<file path="src/rtl/qif_pkg.sv">
// Shared types, default constants and the saturation helper for the QIF neuron array.
package qif_pkg;

    localparam int unsigned DefW       = 8;
    localparam int unsigned DefN       = 4;
    localparam int unsigned DefShift   = 4;
    localparam int          DefVPeak   = 100;
    localparam int          DefVReset  = -64;
    localparam int unsigned DefRefrac  = 2;
    localparam int unsigned DefTickDiv = 8;

    typedef enum logic [0:0] {
        StIdle,
        StSweep
    } state_e;

    // Clamp a wide signed sum into the signed range of a w-bit word. The result stays wide
    // so callers of any width can take the low w bits.
    function automatic logic signed [63:0] sat_w(input logic signed [63:0] s,
                                                 input int unsigned        w);
        logic signed [63:0] hi;
        logic signed [63:0] lo;
        hi = (64'sd1 <<< (w - 1)) - 64'sd1;
        lo = -(64'sd1 <<< (w - 1));
        if (s > hi) begin
            return hi;
        end else if (s < lo) begin
            return lo;
        end else begin
            return s;
        end
    endfunction

endpackage

</file>
<file path="src/rtl/qif_update_core.sv">
// Combinational update for one QIF neuron: quadratic integrate, saturate, fire, refractory.
module qif_update_core
    import qif_pkg::*;
#(
    parameter int unsigned W        = DefW,
    parameter int unsigned SHIFT    = DefShift,
    parameter int          V_PEAK   = DefVPeak,
    parameter int          V_RESET  = DefVReset,
    parameter int unsigned REFRAC   = DefRefrac,
    localparam int unsigned RW      = (REFRAC > 0) ? $clog2(REFRAC + 1) : 1
) (
    input  logic signed [W-1:0]  v,
    input  logic signed [W-1:0]  b,
    input  logic        [RW-1:0] r,
    output logic signed [W-1:0]  v_next,
    output logic        [RW-1:0] r_next,
    output logic                 fire
);

    // Two guard bits above the 2W-bit square keep the sum exact before saturation.
    localparam int unsigned SW = 2 * W + 2;

    logic signed [SW-1:0] v_x;
    logic signed [SW-1:0] b_x;
    logic signed [SW-1:0] sq_x;
    logic signed [SW-1:0] s;
    logic signed [63:0]   s_sat;

    // Compute the candidate membrane value and decide between hold-off, fire and integrate.
    always_comb begin
        v_x    = SW'(v);
        b_x    = SW'(b);
        sq_x   = (v_x * v_x) >>> SHIFT;
        s      = v_x + sq_x + b_x;
        s_sat  = sat_w(64'(s), W);
        v_next = s_sat[W-1:0];
        r_next = '0;
        fire   = 1'b0;
        if (r != '0) begin
            v_next = W'(V_RESET);
            r_next = r - RW'(1);
        end else if (s_sat >= 64'(V_PEAK)) begin
            // Threshold is checked after saturation, so an unreachable peak never fires.
            fire   = 1'b1;
            v_next = W'(V_RESET);
            r_next = RW'(REFRAC);
        end
    end

endmodule

</file>
<file path="src/rtl/qif_neuron_array.sv">
// N time-multiplexed QIF neurons sharing one update core, swept once per prescaler tick.
module qif_neuron_array
    import qif_pkg::*;
#(
    parameter int unsigned W        = DefW,
    parameter int unsigned N        = DefN,
    parameter int unsigned SHIFT    = DefShift,
    parameter int          V_PEAK   = DefVPeak,
    parameter int          V_RESET  = DefVReset,
    parameter int unsigned REFRAC   = DefRefrac,
    parameter int unsigned TICK_DIV = DefTickDiv,
    localparam int unsigned SEL_W   = (N > 1) ? $clog2(N) : 1
) (
    input  logic               clk,
    input  logic               rst_n,
    input  logic               ena,
    input  logic [N*W-1:0]     b_in,
    input  logic [SEL_W-1:0]   sel,
    output logic [W-1:0]       v_sel,
    output logic [N*W-1:0]     v_all,
    output logic [N-1:0]       spike_vec,
    output logic               sweep_done
);

    localparam int unsigned PTR_W = (N > 1) ? $clog2(N) : 1;
    localparam int unsigned CNT_W = (TICK_DIV > 1) ? $clog2(TICK_DIV) : 1;
    localparam int unsigned RW    = (REFRAC > 0) ? $clog2(REFRAC + 1) : 1;

    // A sweep must finish before the next tick can arrive.
    if (TICK_DIV < N + 1) begin : g_bad_tick_div
        $error("qif_neuron_array: TICK_DIV must be at least N+1");
    end

    logic [CNT_W-1:0]    cnt_q, cnt_d;
    logic                tick;
    state_e              state_q, state_d;
    logic [PTR_W-1:0]    ptr_q, ptr_d;
    logic [N-1:0]        acc_q, acc_d;
    logic [N-1:0]        spike_q, spike_d;
    logic                done_q, done_d;
    logic                upd_en;
    logic signed [W-1:0] v_q [N];
    logic [RW-1:0]       r_q [N];
    logic [W-1:0]        v_sel_q;

    logic signed [W-1:0] cur_v;
    logic signed [W-1:0] cur_b;
    logic [RW-1:0]       cur_r;
    logic signed [W-1:0] v_next;
    logic [RW-1:0]       r_next;
    logic                fire;

    assign cur_v = v_q[ptr_q];
    assign cur_b = b_in[int'(ptr_q) * W +: W];
    assign cur_r = r_q[ptr_q];
    assign tick  = ena && (cnt_q == CNT_W'(TICK_DIV - 1));

    qif_update_core #(
        .W       (W),
        .SHIFT   (SHIFT),
        .V_PEAK  (V_PEAK),
        .V_RESET (V_RESET),
        .REFRAC  (REFRAC)
    ) u_core (
        .v      (cur_v),
        .b      (cur_b),
        .r      (cur_r),
        .v_next (v_next),
        .r_next (r_next),
        .fire   (fire)
    );

    // Prescaler next count: wraps at TICK_DIV-1 and freezes while ena is low.
    always_comb begin
        cnt_d = cnt_q;
        if (ena) begin
            cnt_d = (cnt_q == CNT_W'(TICK_DIV - 1)) ? '0 : cnt_q + CNT_W'(1);
        end
    end

    // Sweep FSM next state: one channel per clock, publish spikes on the last one.
    always_comb begin
        state_d = state_q;
        ptr_d   = ptr_q;
        acc_d   = acc_q;
        spike_d = spike_q;
        done_d  = 1'b0;
        upd_en  = 1'b0;
        unique case (state_q)
            StIdle: begin
                if (tick) begin
                    state_d = StSweep;
                    ptr_d   = '0;
                    acc_d   = '0;
                end
            end
            StSweep: begin
                upd_en = 1'b1;
                acc_d  = acc_q | (N'(fire) << ptr_q);
                if (ptr_q == PTR_W'(N - 1)) begin
                    state_d = StIdle;
                    ptr_d   = '0;
                    spike_d = acc_d;
                    done_d  = 1'b1;
                end else begin
                    ptr_d = ptr_q + PTR_W'(1);
                end
            end
            default: state_d = StIdle;
        endcase
    end

    // Control and output-flag registers.
    always_ff @(posedge clk or negedge rst_n) begin
        if (!rst_n) begin
            cnt_q   <= '0;
            state_q <= StIdle;
            ptr_q   <= '0;
            acc_q   <= '0;
            spike_q <= '0;
            done_q  <= 1'b0;
        end else begin
            cnt_q   <= cnt_d;
            state_q <= state_d;
            ptr_q   <= ptr_d;
            acc_q   <= acc_d;
            spike_q <= spike_d;
            done_q  <= done_d;
        end
    end

    // Membrane and refractory register file, written back for the channel under update.
    always_ff @(posedge clk or negedge rst_n) begin
        if (!rst_n) begin
            for (int i = 0; i < int'(N); i++) begin
                v_q[i] <= '0;
                r_q[i] <= '0;
            end
        end else if (upd_en) begin
            v_q[ptr_q] <= v_next;
            r_q[ptr_q] <= r_next;
        end
    end

    // Monitor register: follows sel with one clock of latency, zero for out-of-range sel.
    always_ff @(posedge clk or negedge rst_n) begin
        if (!rst_n) begin
            v_sel_q <= '0;
        end else if (int'(sel) < int'(N)) begin
            v_sel_q <= v_q[sel];
        end else begin
            v_sel_q <= '0;
        end
    end

    for (genvar i = 0; i < int'(N); i++) begin : g_v_all
        assign v_all[i*W +: W] = v_q[i];
    end

    assign v_sel      = v_sel_q;
    assign spike_vec  = spike_q;
    assign sweep_done = done_q;

endmodule

</file>
<file path="config.mk">
export PLATFORM = sky130hd
export DESIGN_NAME = qif_neuron_array
export DESIGN_NICKNAME = d
export VERILOG_FILES = /design/src/rtl/qif_pkg.sv /design/src/rtl/qif_update_core.sv /design/src/rtl/qif_neuron_array.sv
export SDC_FILE = /design/constraint.sdc
export NUM_CORES = 1
export LEC_CHECK = 0
export CAP_MARGIN = 25
export CORE_ASPECT_RATIO = 0.5
export CORE_MARGIN = 5
export CORE_UTILIZATION = 52
export CTS_CLUSTER_DIAMETER = 100
export DETAILED_ROUTE_END_ITERATION = 16
export PLACE_DENSITY = 0.79
export SETUP_SLACK_MARGIN = 0.4
export SYNTH_ARGS = -nofsm -noshare
export SYNTH_HDL_FRONTEND = slang
export SYNTH_HIERARCHICAL = 1
export SYNTH_SLANG_ARGS = --single-unit
</file>
<file path="constraint.sdc">
create_clock -name clk -period 8.1 [get_ports clk]
set_input_delay 1.62 -clock clk [delete_from_list [all_inputs] [get_ports clk]]
set_output_delay 1.62 -clock clk [all_outputs]
set_load 0.005 [all_outputs]
</file>
## Word level (Yosys, flattened, before mapping)

Index checks and enable logic that the tools add are counted.

- Input bits: 37
- Output and inout bits: 45
- Logic and storage cells: 75
- Register bits after elaboration: 63

- Eq/ne operators: 3
- Add/sub/neg operators: 5
- Order comparisons: 6
- Shift-type cells: 2
- Multipliers: 1
- Multiplexer cells: 35
- Reductions and logical operators: 4
- Bitwise gates (word level): 4

Operators by type and width:

| cell | number |
|---|---|
| 2-to-1 mux 64 bit | 2 |
| greater-or-equal comparator 64 x 8 -> 1 bit (second input constant) | 1 |
| 2-to-1 mux 8 bit | 7 |
| binary-select mux 8 bit (select 2 bit) | 2 |
| bitwise mux 32 bit | 1 |
| indexed part select 32 x 6 -> 8 bit | 1 |
| greater-than comparator 18 x 8 -> 1 bit (second input constant) | 1 |
| < comparator 18 x 8 -> 1 bit (second input constant) | 1 |
| demux 8 bit (select 2 bit) | 1 |
| multiplier 8 x 8 -> 16 bit | 1 |
| adder 13 x 8 -> 14 bit | 1 |
| 2-to-1 mux 2 bit | 7 |
| adder 8 x 12 -> 13 bit | 1 |
| bitwise mux 8 bit | 1 |
| case mux 4 bit (2 select lines) | 1 |
| 2-to-1 mux 1 bit | 7 |
| greater-or-equal comparator 3 bit (second input constant) | 2 |
| inverter 2 -> 3 bit | 2 |
| binary-select mux 2 bit (select 2 bit) | 1 |
| demux 2 bit (select 2 bit) | 1 |
| 2-to-1 mux 4 bit | 1 |
| bitwise OR 4 bit | 1 |
| case mux 2 bit (2 select lines) | 1 |
| << shifter 1 x 2 -> 4 bit | 1 |
| 13 further kinds | 14 |

## Longest topological paths before layout

Gate-level depths: netlist (run 1).

- Depth in word-level cells: 16
- Depth in mapped cells: 38
- Depth with buffers taken out: 36

## Hierarchy

Netlist (run 1), hierarchy kept.

By module, submodules not included:

| module | times used | cells each | area an instance (sq um) |
|---|---|---|---|
| qif_update_core | 1 | 393 | 3261.9 |
| qif_neuron_array | 1 | 190 | 3140.5 |

## Least setup slack after synthesis (run 1)

Ideal clock, no wire load.

- Path type: register -> register
- Start point: register ptr_q[0]
- End point: register spike_q[0] (netlist: spike_vec[0])
- Period minus slack after synthesis: 8.633 ns
- Required time: 8.018 ns
- Slack: -0.533 ns
- Stages on the path, launching flop included: 36
- Setup time: 0.082 ns
- Arrival: 8.551 ns
- Cell sequence: dfrtp_1 -> buf_6 -> buf_6 -> mux4_1 -> clkbuf_1 -> nand2_1 -> inv_1 -> fa_1 -> inv_1 -> fa_1 -> inv_1 -> fa_1 -> inv_1 -> fa_1 -> inv_1 -> ha_1 -> and3_1 -> a21oi_1 -> o211ai_1 -> xnor2_1 -> fa_1 -> inv_1 -> ha_1 -> o21ai_0 -> o21ai_0 -> mux2i_1 -> or3_1 -> nor4_1 -> nand4b_1 -> ha_1 -> nor3_1 -> o311a_1 -> o32ai_1 -> nor2_1 -> or3b_1 -> a31oi_1

- Cells in the longest elaborated chain, start to end: 15
- Elaborated cells between the ends (all ways): 23
- Classes of those cells: add/sub (2); mul (1); order compare (3); eq/ne (1); shift (2); mux (10); bitwise (2); reduce/logical (2)

Ends and longest elaborated chain:

| element | RTL line | RTL |
|---|---|---|
| start: declaration | qif_neuron_array.sv:37 | `logic [PTR_W-1:0] ptr_q, ptr_d;` |
| start signal: assignment | qif_neuron_array.sv:125 | `ptr_q <= ptr_d;` |
| inverter 2 -> 3 bit (implied by the code) (*) | qif_neuron_array.sv:53 | `assign cur_v = v_q[ptr_q];` |
| binary-select mux 8 bit (select 2 bit) (*) | qif_neuron_array.sv:53 |  |
| 2-to-1 mux 8 bit (implied by the code) (*) (2 in series) | qif_neuron_array.sv:53 |  |
| net cur_v[2] | qif_neuron_array.sv:46 | `logic signed [W-1:0] cur_v;` |
| multiplier 8 x 8 -> 16 bit | qif_update_core.sv:33 | `sq_x = (v_x * v_x) >>> SHIFT;` |
| adder 8 x 12 -> 13 bit (*) | qif_update_core.sv:34 | `s = v_x + sq_x + b_x;` |
| adder 13 x 8 -> 14 bit (*) | qif_update_core.sv:34 |  |
| < comparator 18 x 8 -> 1 bit | qif_pkg.sv:27 | `end else if (s < lo) begin` |
| 2-to-1 mux 64 bit | qif_pkg.sv:27 |  |
| 2-to-1 mux 64 bit (*) | qif_pkg.sv:25 | `if (s > hi) begin` |
| greater-or-equal comparator 64 x 8 -> 1 bit (*) | qif_update_core.sv:42 | `end else if (s_sat >= 64'(V_PEAK)) begin` |
| 2-to-1 mux 1 bit (*) | qif_update_core.sv:42 |  |
| 2-to-1 mux 1 bit (*) | qif_update_core.sv:39 | `if (r != '0) begin` |
| net fire | qif_neuron_array.sv:51 | `logic fire;` |
| << shifter 1 x 2 -> 4 bit (*) | qif_neuron_array.sv:99 | `acc_d = acc_q \| (N'(fire) << ptr_q);` |
| bitwise OR 4 bit (*) | qif_neuron_array.sv:99 |  |
| end signal: assignment | qif_neuron_array.sv:127 | `spike_q <= spike_d;` |
| end: declaration | qif_neuron_array.sv:39 | `logic [N-1:0] spike_q, spike_d;` |

The timed path passes the listed nets; every way through them passes the cells marked *. The select of a mux whose other input is x is not followed.
A chain may end at the register's enable or synchronous reset.

## Final worst setup path (run 1)

- Start point: register ptr_q[0]
- End point: register acc_q[0]

- Cells in the longest elaborated chain, start to end: 16
- Elaborated cells between the ends (all ways): 22
- Classes of those cells: add/sub (2); mul (1); order compare (3); shift (2); mux (11); bitwise (2); reduce/logical (1)

Ends and longest elaborated chain:

| element | RTL line | RTL |
|---|---|---|
| inverter 2 -> 3 bit (implied by the code) (*) | qif_neuron_array.sv:53 |  |
| binary-select mux 8 bit (select 2 bit) (*) | qif_neuron_array.sv:53 |  |
| 2-to-1 mux 8 bit (implied by the code) (*) (2 in series) | qif_neuron_array.sv:53 |  |
| net cur_v[6] | qif_neuron_array.sv:46 |  |
| multiplier 8 x 8 -> 16 bit | qif_update_core.sv:33 |  |
| adder 8 x 12 -> 13 bit (*) | qif_update_core.sv:34 |  |
| adder 13 x 8 -> 14 bit (*) | qif_update_core.sv:34 |  |
| < comparator 18 x 8 -> 1 bit | qif_pkg.sv:27 |  |
| 2-to-1 mux 64 bit | qif_pkg.sv:27 |  |
| 2-to-1 mux 64 bit (*) | qif_pkg.sv:25 |  |
| greater-or-equal comparator 64 x 8 -> 1 bit (*) | qif_update_core.sv:42 |  |
| 2-to-1 mux 1 bit (*) | qif_update_core.sv:42 |  |
| 2-to-1 mux 1 bit (*) | qif_update_core.sv:39 |  |
| net fire | qif_neuron_array.sv:51 |  |
| << shifter 1 x 2 -> 4 bit (*) | qif_neuron_array.sv:99 |  |
| bitwise OR 4 bit (*) | qif_neuron_array.sv:99 |  |
| case mux 4 bit (2 select lines) (*) | qif_neuron_array.sv:89 | `unique case (state_q)` |
| end signal: assignment | qif_neuron_array.sv:119 | `acc_q <= '0;` |
| end signal: assignment | qif_neuron_array.sv:126 | `acc_q <= acc_d;` |
| end: declaration | qif_neuron_array.sv:38 | `logic [N-1:0] acc_q, acc_d;` |

Marked as above.

==> results of run 1 <==
what timing repair did:
action	in CTS	in global routing
setup buffers	22	14
resized for setup	41	44
setup endpoints to repair	44	44
cloned	1	0
pin swaps	21	16
worst max path at each step:
stage / from / endpoint / slack (ps) / cells past startpoint
2_1_floorplan: ptr_q[0] / v_all[15] / 180 / 35
3_3_place_gp: ptr_q[0] / acc_q[0] / -150 / 32
3_5_place_dp: ptr_q[0] / acc_q[0] / -320 / 32
4_1_cts: ptr_q[0] / v_all[15] / -230 / 36
5_1_grt: ptr_q[0] / spike_vec[0] / -820 / 39
6_report: ptr_q[0] / acc_q[0] / -640 / 37
cell families (layout without fill, tap and decap cells):
group,Yosys count,after routing
mux,72,72
compound gates,78,78
xor+xnor,28,28
fa+ha+maj,102,102
buf+inv,119,311
simple gates,121,121
flops,63,63
routing by layer:
layer / global-route usage / vias up / routed length (um)
met5: 0 / - / 0
met4: 0.122 / 0 / 947
met3: 0.0437 / 105 / 1470
met2: 0.466 / 326 / 10000
met1: 0.334 / 2767 / 8220
li1: - / 2387 / -
critical path, delay by kind of cell, from the launching register on:
| family | cells | cell delay (ps) |
|---|---|---|
| xor gates and xnor gates | 2 | 290 |
| and+or+nand+nor | 7 | 1120 |
| muxes | 1 | 630 |
| adders and majority gates | 7 | 2750 |
| DFF | 1 | 440 |
| AOI/OAI and AO/OA | 8 | 1890 |
| buffers and inverters | 12 | 1530 |
layout by cell type (no fill, tap or decap), drive strengths merged, types with 3 or more instances in the layout:
cell type,netlist,final
buf,15,118
inv,96,96
clkdlybuf4s50,0,80
dfrtp,63,63
fa,54,54
ha,48,48
mux2,44,44
nor2,36,36
nand2,28,28
xnor2,26,26
mux4,26,26
a21oi,18,18
clkbuf,6,12
a21o,7,7
and2,7,7
nor3b,7,7
o21ai,7,7
o211ai,6,6
or3b,6,6
nand3,5,5
a31o,5,5
nor2b,5,5
a31oi,5,5
nor3,5,5
and3,5,5
nand2b,4,4
o311ai,4,4
or3,4,4
a211oi,4,4
nand3b,3,3
a21bo,3,3
clkinv,2,3
state kept, by name (all words and copies together) (netlist names):
signal / flops
acc_q: 4
cnt_q: 3
state_q: 1
sweep_done: 1
v_sel: 8
r_q: 8
v_all: 32
spike_vec: 4
ptr_q: 2
area by class of cell:
type	instances	area share
inverter	98	0.0421
timing repair buffer	198	0.197
tap	165	0.0225
sequential	63	0.172
clock inverter	3	0.00710
multi-input combinational	401	0.530
clock buffer	12	0.0291
metrics by stage:
stage | cell area [um2] | hold slack [ps]
2_1_floorplan | 6660 | 470
4_1_cts | 8850 | 501
5_1_grt | 9160 | 531
3_3_place_gp | 8130 | 480
3_5_place_dp | 8130 | 491
6_report | 9160 | 506
==> flow_metrics.tcl, run 1 <==
set metrics [dict create \
    rows 28 \
    synth_fa_ha_area_frac 0.263 \
    dp_cells 888 \
    reg2regPathDepth 37 \
    n_antenna_cell 0 \
    dr_total_vias 5585 \
    hold_end "r_q[4]" \
    start_util 0.536 \
    syn_to_final_growth_pct 43.1 \
    grt_max_degree 64 \
    yosysSeqAreaShare 0.246 \
    drive_gt1_frac 0.386 \
    synthArstFlopShare 1.00 \
    violations "setup timing" \
    worstMarginPinSlew_ps 792 \
    synthTopCellsByCount "96 x inv_1, 63 x dfrtp_1, 54 x fa_1" \
    synth_area_leaders "dfrtp_1 25%, fa_1 17%, ha_1 9.4%" \
    cts_buffers 9 \
    synth_xor_area_frac 0.0383 \
    slew_headroom 0.472 \
    dieArea_mm2 0.0148 \
    gr-total-overflow 0 \
    grt_usage 0.267 \
    finalCritPeriodShare 1.08 \
    cpMostUsedCell "buf_4" \
    gp_congestion 0.910 \
    worstHoldStart "r_q[4]" \
    hold_class "flop to flop" \
    endpoint_kind "flop" \
    clock_latency_ps 330 \
    syn_area_per_cell_um2 11.0 \
    wl_per_cell_um 22.0 \
    cts_root_buffer "clkbuf_16" \
    synth_top_family_by_area "adder cells" \
    routed_wl_um 20700 \
    die_x_um 167 \
    vias_per_cell 5.94 \
    synth-edff-count 0 \
    synthFlopType "dfrtp_1" \
    max_freq_ghz 0.114 \
    seqCellArea_mm2 0.00158 \
    cts-htree-levels 3 \
    multi_input_area_mm2 0.00485 \
    synthMuxAreaShare 0.184 \
    drc 0 \
    post-route-util 0.767 \
    dr.pass1.iters 5 \
    r2r_end "acc_q[0]" \
    io_pins 82 \
    final_max_slew_viol_count 0 \
    clk_path_buf_depth 2 \
    holdPathStages 1 \
    start_kind "flop" \
    critical_path_class "flop to flop" \
    synth_top_cell_by_area "dfrtp_1" \
    clk_pin_slew_ps 50 \
    status "complete, but fails checks" \
    syn_nets 722 \
    rsz0062_at_grt "true" \
    nNetsFinal 910 \
    fin_ws_ps -644 \
    setup_violations 44 \
    grt_pass1_wl_um 30800 \
    maxCapViolCount 0 \
    yosys.area_share.simple 0.0987 \
    yosys_warnings 6 \
    synth-seq-cells 63 \
    crit_fanout 10 \
    layout.cells.non_filler 940 \
    nFillCells 660 \
    syn_area_mm2 0.00640 \
    postRouteAntennaNets 0 \
    cp_slowest_stage_delay_ps 630 \
    cp_data_required_time_ps 8340 \
    grt_pass1_vias 5759 \
    finalSetupTns_ps -24080 \
    cp_slowest_cell "mux4_2" \
    rrSetupSlack_ps -640 \
    arrival_ps 8990 \
    synth-compound-area-share 0.0922 \
    initialDrtViolationCount 501 \
    die_y_um 88.5 \
    cts_tree "built" \
    detailedPlace.worstSlack_ps -315 \
    syn_inst 583 \
    clock_skew_ps 6.59 \
    port-buffer-count 81 \
    synth_most_common_cell "inv_1" \
    antenna_found_initial 0 \
    reg2reg_from "ptr_q[0]" \
    layout_min_cycle_time_ps 8740 \
    synth_cell_types 67 \
    dp.final_hpwl_um 12700 \
    report.final.hold_viol_count 0 \
    core_mm2 0.0119 \
    cts_sinks 63 \
    ctsHoldBuffers 0 \
    synth_top_area_frac 0.246 \
]
Power of run 1 is left out: the tool's default activity adds up to more than one toggle a clock period on the data nets, which glitch-free logic cannot reach.
==> inputs of run 2 (changes only) <==
--- a/config.mk
+++ b/config.mk
@@ -12,6 +12,7 @@
 export CTS_CLUSTER_DIAMETER = 100
 export DETAILED_ROUTE_END_ITERATION = 16
 export PLACE_DENSITY = 0.79
+export RECOVER_POWER = 50
 export SETUP_SLACK_MARGIN = 0.4
 export SYNTH_ARGS = -nofsm -noshare
 export SYNTH_HDL_FRONTEND = slang
==> flow_metrics.tcl, run 2 (synthesized netlist as in run 1, its figures left out) <==
set metrics [dict create \
    cpMostUsedCell "buf_4" \
    clk_pin_slew_ps 50 \
    cts_buffers 9 \
    nNetsFinal 910 \
    dieArea_mm2 0.0148 \
    cts_root_buffer "clkbuf_16" \
    grt_usage 0.267 \
    grt_pass1_wl_um 30800 \
    slew_headroom -1.21 \
    core_mm2 0.0119 \
    finalCritPeriodShare 1.09 \
    layout_min_cycle_time_ps 8830 \
    final_cell_mix "97 x buf_4, 81 x inv_1, 80 x clkdlybuf4s50_1" \
    start_util 0.536 \
    setup_violations 44 \
    holdWs_ps 506 \
    crit_fanout 10 \
    cp_slowest_stage_delay_ps 630 \
    cp_data_required_time_ps 8300 \
    arrival_ps 9040 \
    dp.final_hpwl_um 12700 \
    routed_wl_um 20700 \
    clock_skew_ps 5.00 \
    io_pins 82 \
    dr_total_vias 5621 \
    final_common_cell "buf_4" \
    largest_reg_flops 32 \
    maxCapViolCount 1 \
    start_kind "flop" \
    cts-htree-levels 3 \
    initialDrtViolationCount 494 \
    port-buffer-count 81 \
    antenna_found_initial 0 \
    crit_family "adder cells" \
    gp_congestion 0.910 \
    n_antenna_cell 0 \
    die_x_um 167 \
    final_max_slew_viol_count 64 \
    violations "capacitance limit, slew limit, setup timing" \
    worstMarginPinSlew_ps 3310 \
    rows 28 \
    die_y_um 88.5 \
    status "complete, but fails checks" \
    critical_path_class "flop to flop" \
    drive_gt1_frac 0.385 \
    drc 0 \
    wl_per_cell_um 22.0 \
    cp_slowest_cell "mux4_2" \
    fin_ws_ps -733 \
    syn_to_final_growth_pct 43.0 \
    rsz0062_at_grt "true" \
    dr.pass1.iters 6 \
    clk_path_buf_depth 2 \
    grt_pass1_vias 5759 \
    postRouteAntennaNets 0 \
    finalSetupTns_ps -27160 \
    nFillCells 660 \
    cts_tree "built" \
    hold_class "flop to flop" \
    gr-total-overflow 0 \
    multi_input_area_mm2 0.00485 \
    endpoint_kind "flop" \
    clock_latency_ps 330 \
    grt_max_degree 64 \
    seqCellArea_mm2 0.00158 \
    vias_per_cell 5.98 \
    max_freq_ghz 0.113 \
    cts_sinks 63 \
    report.final.hold_viol_count 0 \
    critPathBufInv 14 \
    ctsHoldBuffers 0 \
]
[run 2: area by class of cell]
cell class / count / area share
Inverter: 98 / 0.0421
Clock buffer: 12 / 0.0291
Tap cell: 165 / 0.0226
Sequential cell: 63 / 0.172
Timing Repair Buffer: 198 / 0.197
Multi-Input combinational cell: 401 / 0.530
Clock inverter: 3 / 0.00711
[run 2: path summary, 6_finish.rpt]
| check | from | endpoint | slack (ps) | cells after the start |
|---|---|---|---|---|
| setup / recovery | ptr_q[0] | v_all[8] | -730 | 38 |
| hold / removal | r_q[4] | r_q[4] | 510 | 1 |
| setup reg to reg | ptr_q[0] | v_all[8] | -730 | 38 |
| hold reg to reg | r_q[4] | r_q[4] | 510 | 1 |
| max in group asynchronous | rst_n | ptr_q[0] | 3470 | 2 |
| min in group asynchronous | rst_n | cnt_q[1] | 2480 | 2 |
[run 2: repair_timing]
item | in CTS | in global routing
pin swaps | 21 | 16
gates resized for setup | 41 | 44
endpoints found under the setup margin | 44 | 44
setup buffers | 22 | 14
gates cloned | 1 | 0
[run 2: metal layers]
layer	vias up	wire [um]	GRT usage
met2	356	10000	0.466
met4	0	894	0.122
met5	-	0	0
met3	94	1600	0.0437
met1	2782	8140	0.334
li1	2389	-	-
[run 2: stage by stage]
step / setup slack (ps) / instance area [um2] / util / cells
3_5_place_dp: -315 / 8130 / 0.680 / 888
3_3_place_gp: -154 / 8130 / 0.680 / 888
6_report: -733 / 9160 / 0.766 / 940
2_1_floorplan: 176 / 6660 / - / 583
4_1_cts: -233 / 8850 / 0.741 / 926
5_1_grt: -818 / 9160 / 0.766 / 940
Power of run 2 is left out for the same reason.
==> inputs of run 3 (changes only) <==
--- a/config.mk
+++ b/config.mk
@@ -6,12 +6,11 @@
 export NUM_CORES = 1
 export LEC_CHECK = 0
 export CAP_MARGIN = 25
-export CORE_ASPECT_RATIO = 0.5
 export CORE_MARGIN = 5
 export CORE_UTILIZATION = 52
 export CTS_CLUSTER_DIAMETER = 100
 export DETAILED_ROUTE_END_ITERATION = 16
-export PLACE_DENSITY = 0.79
+export PLACE_DENSITY = 0.85
 export RECOVER_POWER = 50
 export SETUP_SLACK_MARGIN = 0.4
 export SYNTH_ARGS = -nofsm -noshare
==> flow_metrics.tcl, run 3 (synthesized netlist as in run 1, its figures left out) <==
set metrics [dict create \
    clk_path_buf_depth 2 \
    rrSetupSlack_ps -210 \
    antenna_found_initial 0 \
    vias_per_cell 5.91 \
    cpMostUsedCell "fa_1" \
    reg2regPathDepth 34 \
    clock_skew_ps 5.89 \
    routed_wl_um 20200 \
    start_kind "flop" \
    cts_tree "built" \
    dp.final_hpwl_um 13500 \
    gr-total-overflow 0 \
    maxCapViolCount 0 \
    crit_family "adder cells" \
    gp_congestion 0.949 \
    dr_total_vias 5424 \
    rsz0062_at_grt "true" \
    final_max_slew_viol_count 0 \
    fin_ws_ps -210 \
    holdPathStages 1 \
    crit_fanout 6 \
    drc 0 \
    drive_gt1_frac 0.384 \
    cts_root_buffer "clkbuf_16" \
    r2r_end "v_all[31]" \
    hold_class "flop to flop" \
    max_freq_ghz 0.120 \
    reg2reg_from "ptr_q[0]" \
    final_common_cell "inv_1" \
    grt_pass1_vias 6000 \
    grt_usage 0.277 \
    report.final.hold_viol_count 0 \
    clk_pin_slew_ps 60 \
    cp_slowest_stage_delay_ps 580 \
    ctsHoldBuffers 0 \
    finalSetupTns_ps -4640 \
    finalCritPeriodShare 1.03 \
    slew_headroom 0.478 \
    setup_violations 41 \
    status "complete, but fails checks" \
    largest_reg_flops 32 \
    port-buffer-count 81 \
    cp_data_required_time_ps 8310 \
    critical_path_class "flop to flop" \
    n_antenna_cell 0 \
    layout_min_cycle_time_ps 8310 \
    endpoint_kind "flop" \
    clock_latency_ps 330 \
    post-route-util 0.752 \
    start_util 0.531 \
    grt_pass1_wl_um 31600 \
    cp_num_cells 34 \
    cp-startpoint "ptr_q[0]" \
    syn_to_final_growth_pct 41.7 \
    violations "setup timing" \
    dieArea_mm2 0.0146 \
    die_x_um 121 \
    io_pins 82 \
    initialDrtViolationCount 445 \
    cts-htree-levels 3 \
    cp_slowest_cell "mux4_2" \
    critPathBufInv 5 \
    endpoint "v_all[31]" \
    cts_buffers 9 \
    core_mm2 0.0121 \
    wl_per_cell_um 22.0 \
    cts_sinks 63 \
    dr.pass1.iters 5 \
    nNetsFinal 884 \
    worstMarginPinSlew_ps 783 \
    die_y_um 121 \
    postRouteAntennaNets 0 \
    arrival_ps 8520 \
    grt_max_degree 64 \
    rows 40 \
    final_cell_mix "82 x inv_1, 80 x clkdlybuf4s50_1, 77 x buf_4" \
]
run 3: changes by cell type in the layout (fill, tap and decap cells not counted), sizes merged:
cell	previous run	this run
clkinvlp	0	2
clkbuf	13	12
bufinv	2	1
buf	117	92
run 3: final cells by class:
class,count,area [um2]
Timing Repair Buffer,172,1590
Inverter,98,388
Fill cell,680,2990
Clock buffer,12,256
Multi-Input combinational cell,401,5000
Sequential cell,63,1580
Clock inverter,4,53.8
Tap cell,168,210
run 3: worst min-delay path by stage:
| stage | from | slack (ps) | endpoint |
|---|---|---|---|
| 6_report | r_q[7] | 530 | r_q[7] |
| 5_1_grt | r_q[3] | 530 | r_q[3] |
| 4_1_cts | r_q[7] | 510 | r_q[7] |
| 3_5_place_dp | r_q[3] | 500 | r_q[3] |
| 3_3_place_gp | r_q[5] | 480 | r_q[5] |
| 2_1_floorplan | r_q[4] | 470 | r_q[4] |
run 3: layer usage:
metal | global-route usage | vias up | part of all wire
met4 | 0.0822 | 0 | 0.027
met5 | 0 | - | 0
met3 | 0.0429 | 61 | 0.057
li1 | - | 2330 | -
met1 | 0.331 | 2763 | 0.38
met2 | 0.511 | 270 | 0.54
run 3: metrics by stage:
| step | area, um2 | instances | setup slack (ps) | hold WS, ps |
|---|---|---|---|---|
| floorplan | 6660 | 583 | 176 | 470 |
| global placement | 7900 | 860 | -43.8 | 479 |
| detailed placement | 7900 | 860 | -371 | 496 |
| CTS | 8770 | 904 | -72.8 | 508 |
| global route | 9070 | 918 | -476 | 534 |
| finish | 9070 | 918 | -210 | 526 |
run 3: timing repair:
item	4_1_cts	5_1_grt
pin swaps	31	24
gates resized for setup	71	35
cloned	1	0
setup endpoints to repair	44	44
buffers inserted	27	14
Power of run 3 is left out for the same reason.
